--- src/rtl/uart_pkg.sv ---
// Shared UART definitions: serializer state encoding, frame line levels
// and the default bit timing used by both the transmitter and the receiver.
package uart_pkg;

   // Serializer states: line idle, start bit, eight data bits, stop bit
   typedef enum logic [1:0] {
      ST_IDLE,
      ST_START,
      ST_DATA,
      ST_STOP
   } tx_state_t;

   localparam int   DATA_BITS            = 8;
   localparam logic START_LEVEL          = 1'b0;
   localparam logic STOP_LEVEL           = 1'b1;
   localparam logic IDLE_LEVEL           = 1'b1;
   localparam int   DEFAULT_CLKS_PER_BIT = 10;

endpackage

--- src/rtl/uart_tx_fifo.sv ---
// Synchronous show-ahead FIFO buffering bytes for the UART transmitter.
// Ports:
//   clk, reset  - single clock, synchronous active-high reset
//   wrreq       - push write_data when not full (dropped when full)
//   write_data  - byte to store
//   rdreq       - pop the head when not empty
//   read_data   - head of the queue, valid whenever empty is low
//   full, empty - occupancy flags derived from the pointers
module uart_tx_fifo
   import uart_pkg::*;
#(
   parameter int FIFO_AW = 4
) (
   input  logic                 clk,
   input  logic                 reset,
   input  logic                 wrreq,
   input  logic [DATA_BITS-1:0] write_data,
   input  logic                 rdreq,
   output logic [DATA_BITS-1:0] read_data,
   output logic                 full,
   output logic                 empty
);

   localparam int DEPTH = 2 ** FIFO_AW;

   // One extra wrap bit on each pointer distinguishes full from empty
   logic [FIFO_AW:0]     wr_ptr;
   logic [FIFO_AW:0]     rd_ptr;
   logic [DATA_BITS-1:0] mem [DEPTH];
   logic                 push;
   logic                 pop;

   // Flags reflect occupancy at the start of the cycle, so a write that
   // coincides with a pop while full is still dropped
   assign empty = (wr_ptr == rd_ptr);
   assign full  = (wr_ptr[FIFO_AW] != rd_ptr[FIFO_AW]) &&
                  (wr_ptr[FIFO_AW-1:0] == rd_ptr[FIFO_AW-1:0]);
   assign push  = wrreq && !full;
   assign pop   = rdreq && !empty;

   assign read_data = mem[rd_ptr[FIFO_AW-1:0]];

   always_ff @(posedge clk) begin
      if (reset) begin
         wr_ptr <= '0;
         rd_ptr <= '0;
      end else begin
         if (push) wr_ptr <= wr_ptr + 1'b1;
         if (pop)  rd_ptr <= rd_ptr + 1'b1;
      end
   end

   // Storage needs no reset: only entries between the pointers are ever read
   always_ff @(posedge clk) begin
      if (push) mem[wr_ptr[FIFO_AW-1:0]] <= write_data;
   end

endmodule

--- src/rtl/uart_tx.sv ---
// UART transmitter: buffers bytes from a FIFO-style write port and sends
// them on txd as 8N1 frames (start, 8 data bits LSB first, stop).
// Ports:
//   clk, reset  - system clock, synchronous active-high reset
//   wrreq       - write strobe, one byte per cycle
//   write_data  - byte to transmit
//   full        - FIFO full, writes this cycle are dropped
//   txd         - registered serial line, idles high
//   busy        - frame on the line or bytes still queued
module uart_tx
   import uart_pkg::*;
#(
   parameter int CLKS_PER_BIT = DEFAULT_CLKS_PER_BIT,
   parameter int FIFO_AW      = 4
) (
   input  logic                 clk,
   input  logic                 reset,
   input  logic                 wrreq,
   input  logic [DATA_BITS-1:0] write_data,
   output logic                 full,
   output logic                 txd,
   output logic                 busy
);

   localparam int            CNT_W    = $clog2(CLKS_PER_BIT);
   localparam int            IDX_W    = $clog2(DATA_BITS);
   localparam logic [CNT_W-1:0] CNT_MAX  = CNT_W'(CLKS_PER_BIT - 1);
   localparam logic [IDX_W-1:0] LAST_IDX = IDX_W'(DATA_BITS - 1);

   tx_state_t            state, state_n;
   logic [CNT_W-1:0]     cnt, cnt_n;
   logic [IDX_W-1:0]     idx, idx_n;
   logic [DATA_BITS-1:0] shift, shift_n;
   logic                 txd_n;
   logic                 rdreq;
   logic [DATA_BITS-1:0] read_data;
   logic                 empty;

   uart_tx_fifo #(
      .FIFO_AW(FIFO_AW)
   ) u_fifo (
      .clk       (clk),
      .reset     (reset),
      .wrreq     (wrreq),
      .write_data(write_data),
      .rdreq     (rdreq),
      .read_data (read_data),
      .full      (full),
      .empty     (empty)
   );

   assign busy = (state != ST_IDLE) || !empty;

   always_ff @(posedge clk) begin
      if (reset) begin
         state <= ST_IDLE;
         cnt   <= '0;
         idx   <= '0;
         shift <= '0;
         txd   <= IDLE_LEVEL;
      end else begin
         state <= state_n;
         cnt   <= cnt_n;
         idx   <= idx_n;
         shift <= shift_n;
         txd   <= txd_n;
      end
   end

   // The txd register is loaded with the level of the bit that starts at
   // this edge, so the line changes on the same edge as the state
   always_comb begin
      state_n = state;
      cnt_n   = cnt + 1'b1;
      idx_n   = idx;
      shift_n = shift;
      txd_n   = txd;
      rdreq   = 1'b0;

      case (state)
         ST_IDLE: begin
            cnt_n = '0;
            txd_n = IDLE_LEVEL;
            if (!empty) begin
               rdreq   = 1'b1;
               shift_n = read_data;
               state_n = ST_START;
               txd_n   = START_LEVEL;
            end
         end
         ST_START: begin
            if (cnt == CNT_MAX) begin
               cnt_n   = '0;
               idx_n   = '0;
               state_n = ST_DATA;
               txd_n   = shift[0];
            end
         end
         ST_DATA: begin
            if (cnt == CNT_MAX) begin
               cnt_n   = '0;
               shift_n = shift >> 1;
               if (idx == LAST_IDX) begin
                  state_n = ST_STOP;
                  txd_n   = STOP_LEVEL;
               end else begin
                  idx_n = idx + 1'b1;
                  txd_n = shift[1];
               end
            end
         end
         ST_STOP: begin
            // A queued byte starts its frame right away, with no idle gap
            if (cnt == CNT_MAX) begin
               cnt_n = '0;
               if (!empty) begin
                  rdreq   = 1'b1;
                  shift_n = read_data;
                  state_n = ST_START;
                  txd_n   = START_LEVEL;
               end else begin
                  state_n = ST_IDLE;
                  txd_n   = IDLE_LEVEL;
               end
            end
         end
         default: begin
            state_n = ST_IDLE;
            txd_n   = IDLE_LEVEL;
         end
      endcase
   end

endmodule

--- config.mk ---
export PLATFORM = sky130hd
export DESIGN_NAME = uart_tx
export DESIGN_NICKNAME = d
export VERILOG_FILES = /design/src/rtl/uart_pkg.sv /design/src/rtl/uart_tx_fifo.sv /design/src/rtl/uart_tx.sv
export SDC_FILE = /design/constraint.sdc
export NUM_CORES = 1
export LEC_CHECK = 0
export BUFFER_PORTS_ARGS = -buffer_cell sky130_fd_sc_hd__buf_2
export CAP_MARGIN = 15
export CORE_MARGIN = 2
export CORE_UTILIZATION = 55
export CTS_CLUSTER_SIZE = 10
export DETAILED_ROUTE_END_ITERATION = 8
export PLACE_DENSITY = 0.71
export RECOVER_POWER = 50
export SYNTH_ARGS = -nofsm -noshare
export SYNTH_HDL_FRONTEND = slang
export SYNTH_SLANG_ARGS = --single-unit
--- constraint.sdc ---
create_clock -name clk -period 2.81 [get_ports clk]
set_clock_uncertainty 0.2 [all_clocks]
set_input_delay 0.4215 -clock clk [delete_from_list [all_inputs] [get_ports clk]]
set_output_delay 0.4215 -clock clk [all_outputs]
set_load 0.1 [all_outputs]
==> run metrics <==
status completed; Pleak 2.44 nW; DP Area 7040 um2; CP max-delay cell a21boi_0; post-synthesis sequential element count 160; Cells after Synth 456; CTS max path bufs 2; fmax 0.387 GHz; core region area 12000 um2; global routing's busiest layer met2; Hold WC Path Type input pin to flip-flop; warnings from Yosys 0; GR Util met1 29.8%; final instance area 7590 um2; DP Worst Slack 0.547 ns; first-pass GRT wire length 20500 um; WP data arrival 2.50 ns; synth cell count leaders edfxtp_1, mux2i_1, nor2_1; Top FF cell, synth edfxtp_1; vias 3851; worst hold margin 0.167 ns; Crit. Startpoint u_fifo.wr_ptr[1]; Vias/cell 5.92; Final #Nets 515; Initial DRT Pass Iterations 5; DRC 0; largest net degree at the start of global routing 22; Post-Synthesis Cell Area 6690 um2; RR Startpoint u_fifo.wr_ptr[1]; sequential share of the synthesized area 67.0%; root buffer cell clkbuf_16; layout cell share with drive strength beyond 1 14.9%; Max-cap violations 0; Slew Limit Headroom 23.0%; leading cell type by number of instances after synthesis edfxtp_1; initial antenna violation count 0; clock sinks 160; Port Buf Inserts 13; share of the synthesized area in the top cell type 57.4%; Worst EP required 2.72 ns; Initial Util 56.0%; Distinct cells, synth 40; clk_lat worst skew 0.41 ns; met2 usage 34.1%; Area Growth Syn to Fin 13.4%; dpl cells 618; pwr dens 829 nW/um2; die area 13100 um2; ys async rst share 0%; grt ovf 0; wire per inst 20.2 um; Startpoint Class flip-flop; RSZ-0062 raised after global routing false; total track usage 21.5%; Setup WS post-layout 0.226 ns; WP buf/inv 1; die extent in x 114 um; Initial DRC Count 354; H-tree depth 4; met3 global-route usage 4.24%; Reg area 4490 um2; PostCTS Resize Cnt 0; Routed Antenna Nets 0; critical-path cell list xnor2_1 > and4_1 > a21boi_0 > nand2_1 > nor3_1 > buf_4; synth top area cells edfxtp_1, dfxtp_1, mux2i_1, ha_1, nor2_1; post-synth top area cell edfxtp_1; CTS tree done; post-route insts no fill 650; Total Routed Length 13100 um; Die Height 114 um; row cnt 40; # setup viols final 0; vias in the first global route 3696; Worst Path Max Fanout 8; hold_sp reset; Fin. Hold Viols 0; Filler Cell Count 854; kind of critical path flip-flop to flip-flop; clock slew at reported path FFs 0.06 ns; postcts setup bufs 0; flop2flop setup slack 0.23 ns; Multi-input gate area 2060 um2; Crit path max-delay family simple AND/OR/NAND/NOR gates; antenna fix cells 0; Post-synth EDFFs 128; num ports 14; max-slew violations 0; Setup crit end kind flip-flop; syn nets 481; peak supply drop 0.462 mV; Mapped Avg Cell Area 14.7 um2; worst slew pin tran 1.16 ns; Num CTS Buffers 17; # hold bufs at CTS 0; GPL Wtd Cong 0.834; fin crit period 2.58 ns; peak per-stage delay on the critical path 0.60 ns; period utilization 91.9%; setup TNS 0 ns; DP HPWL 8660 um
==> layout by cell type (no fill, tap or decap), types with 5 or more instances in the layout <==
| master | n |
|---|---|
| a21oi_1 | 16 |
| inv_1 | 10 |
| nor2b_1 | 6 |
| edfxtp_1 | 128 |
| a22oi_1 | 21 |
| a311oi_2 | 7 |
| clkinvlp_4 | 5 |
| nand2_1 | 16 |
| nand3_1 | 13 |
| nor2_1 | 43 |
| buf_4 | 20 |
| xnor2_1 | 7 |
| ha_1 | 14 |
| dfxtp_1 | 30 |
| o21ai_0 | 10 |
| nor3_1 | 5 |
| clkbuf_1 | 12 |
| mux2i_1 | 64 |
| clkbuf_16 | 17 |
| a32oi_1 | 7 |
==> cells by family after synthesis <==
family	count (synthesis)	synth area share (%)
buf+inv	32	2.21
mux	70	11.3
xor+xnor	13	1.93
fa+ha+maj	14	2.62
flops	160	67.0
compound gates	68	8.08
simple gates	99	6.92
==> flip-flops by register name, indices dropped and copies added, names as in the netlist, named ones only <==
signal / flops
u_fifo.mem: 128
u_fifo.wr_ptr: 5
cnt: 4
txd: 1
state: 2
shift: 8
idx: 3
u_fifo.rd_ptr: 5
==> worst reg2reg max path, stage by stage, from the launching register on <==
cell and delay [ns]:
dfxtp_1 0.45, xnor2_1 0.14, and4_1 0.23, a21boi_0 0.60, nand2_1 0.25, nor3_1 0.20, buf_4 0.21
==> metrics by stage <==
step | power, W | utilization [%]
after global routing | 0.00655 | 63.5
after global placement | 0.00411 | 58.8
after floorplan | 0.00386 | -
after detailed placement | 0.00414 | 58.8
after CTS | 0.00631 | 63.6
final | 0.00630 | 63.5
==> power by group <==
group	total, W	internal [W]	leakage (nW)	switching, W
combinational	0.00132	0.000492	0.755	0.000828
sequential	0.00278	0.00267	1.42	0.000109
clock	0.00219	0.00130	0.263	0.000891
total	0.00630	0.00447	2.44	0.00183
==> per-layer routing <==
layer  vias to the layer above  wire, um
met5                         -         0
met4                         0       246
met3                        18       624
met2                       117      6480
met1                      1909      5800
li1                       1807         -
==> cell type report <==
class | count | share of cell area [%]
sequential | 160 | 59.1
multi-input combinational | 264 | 27.1
inverter | 10 | 0.494
clock buffer | 18 | 5.65
clock inverter | 14 | 1.86
tap | 147 | 2.42
timing repair buffer | 37 | 3.31
==> path summary, 6_finish.rpt <==
| path | cells after the start | to |
|---|---|---|
| setup / recovery | 6 | u_fifo.mem[0][1] |
| hold / removal | 2 | idx[0] |
| setup reg to reg | 6 | u_fifo.mem[0][1] |
| hold reg to reg | 1 | cnt[0] |
(Power assumes the default switching activity.)
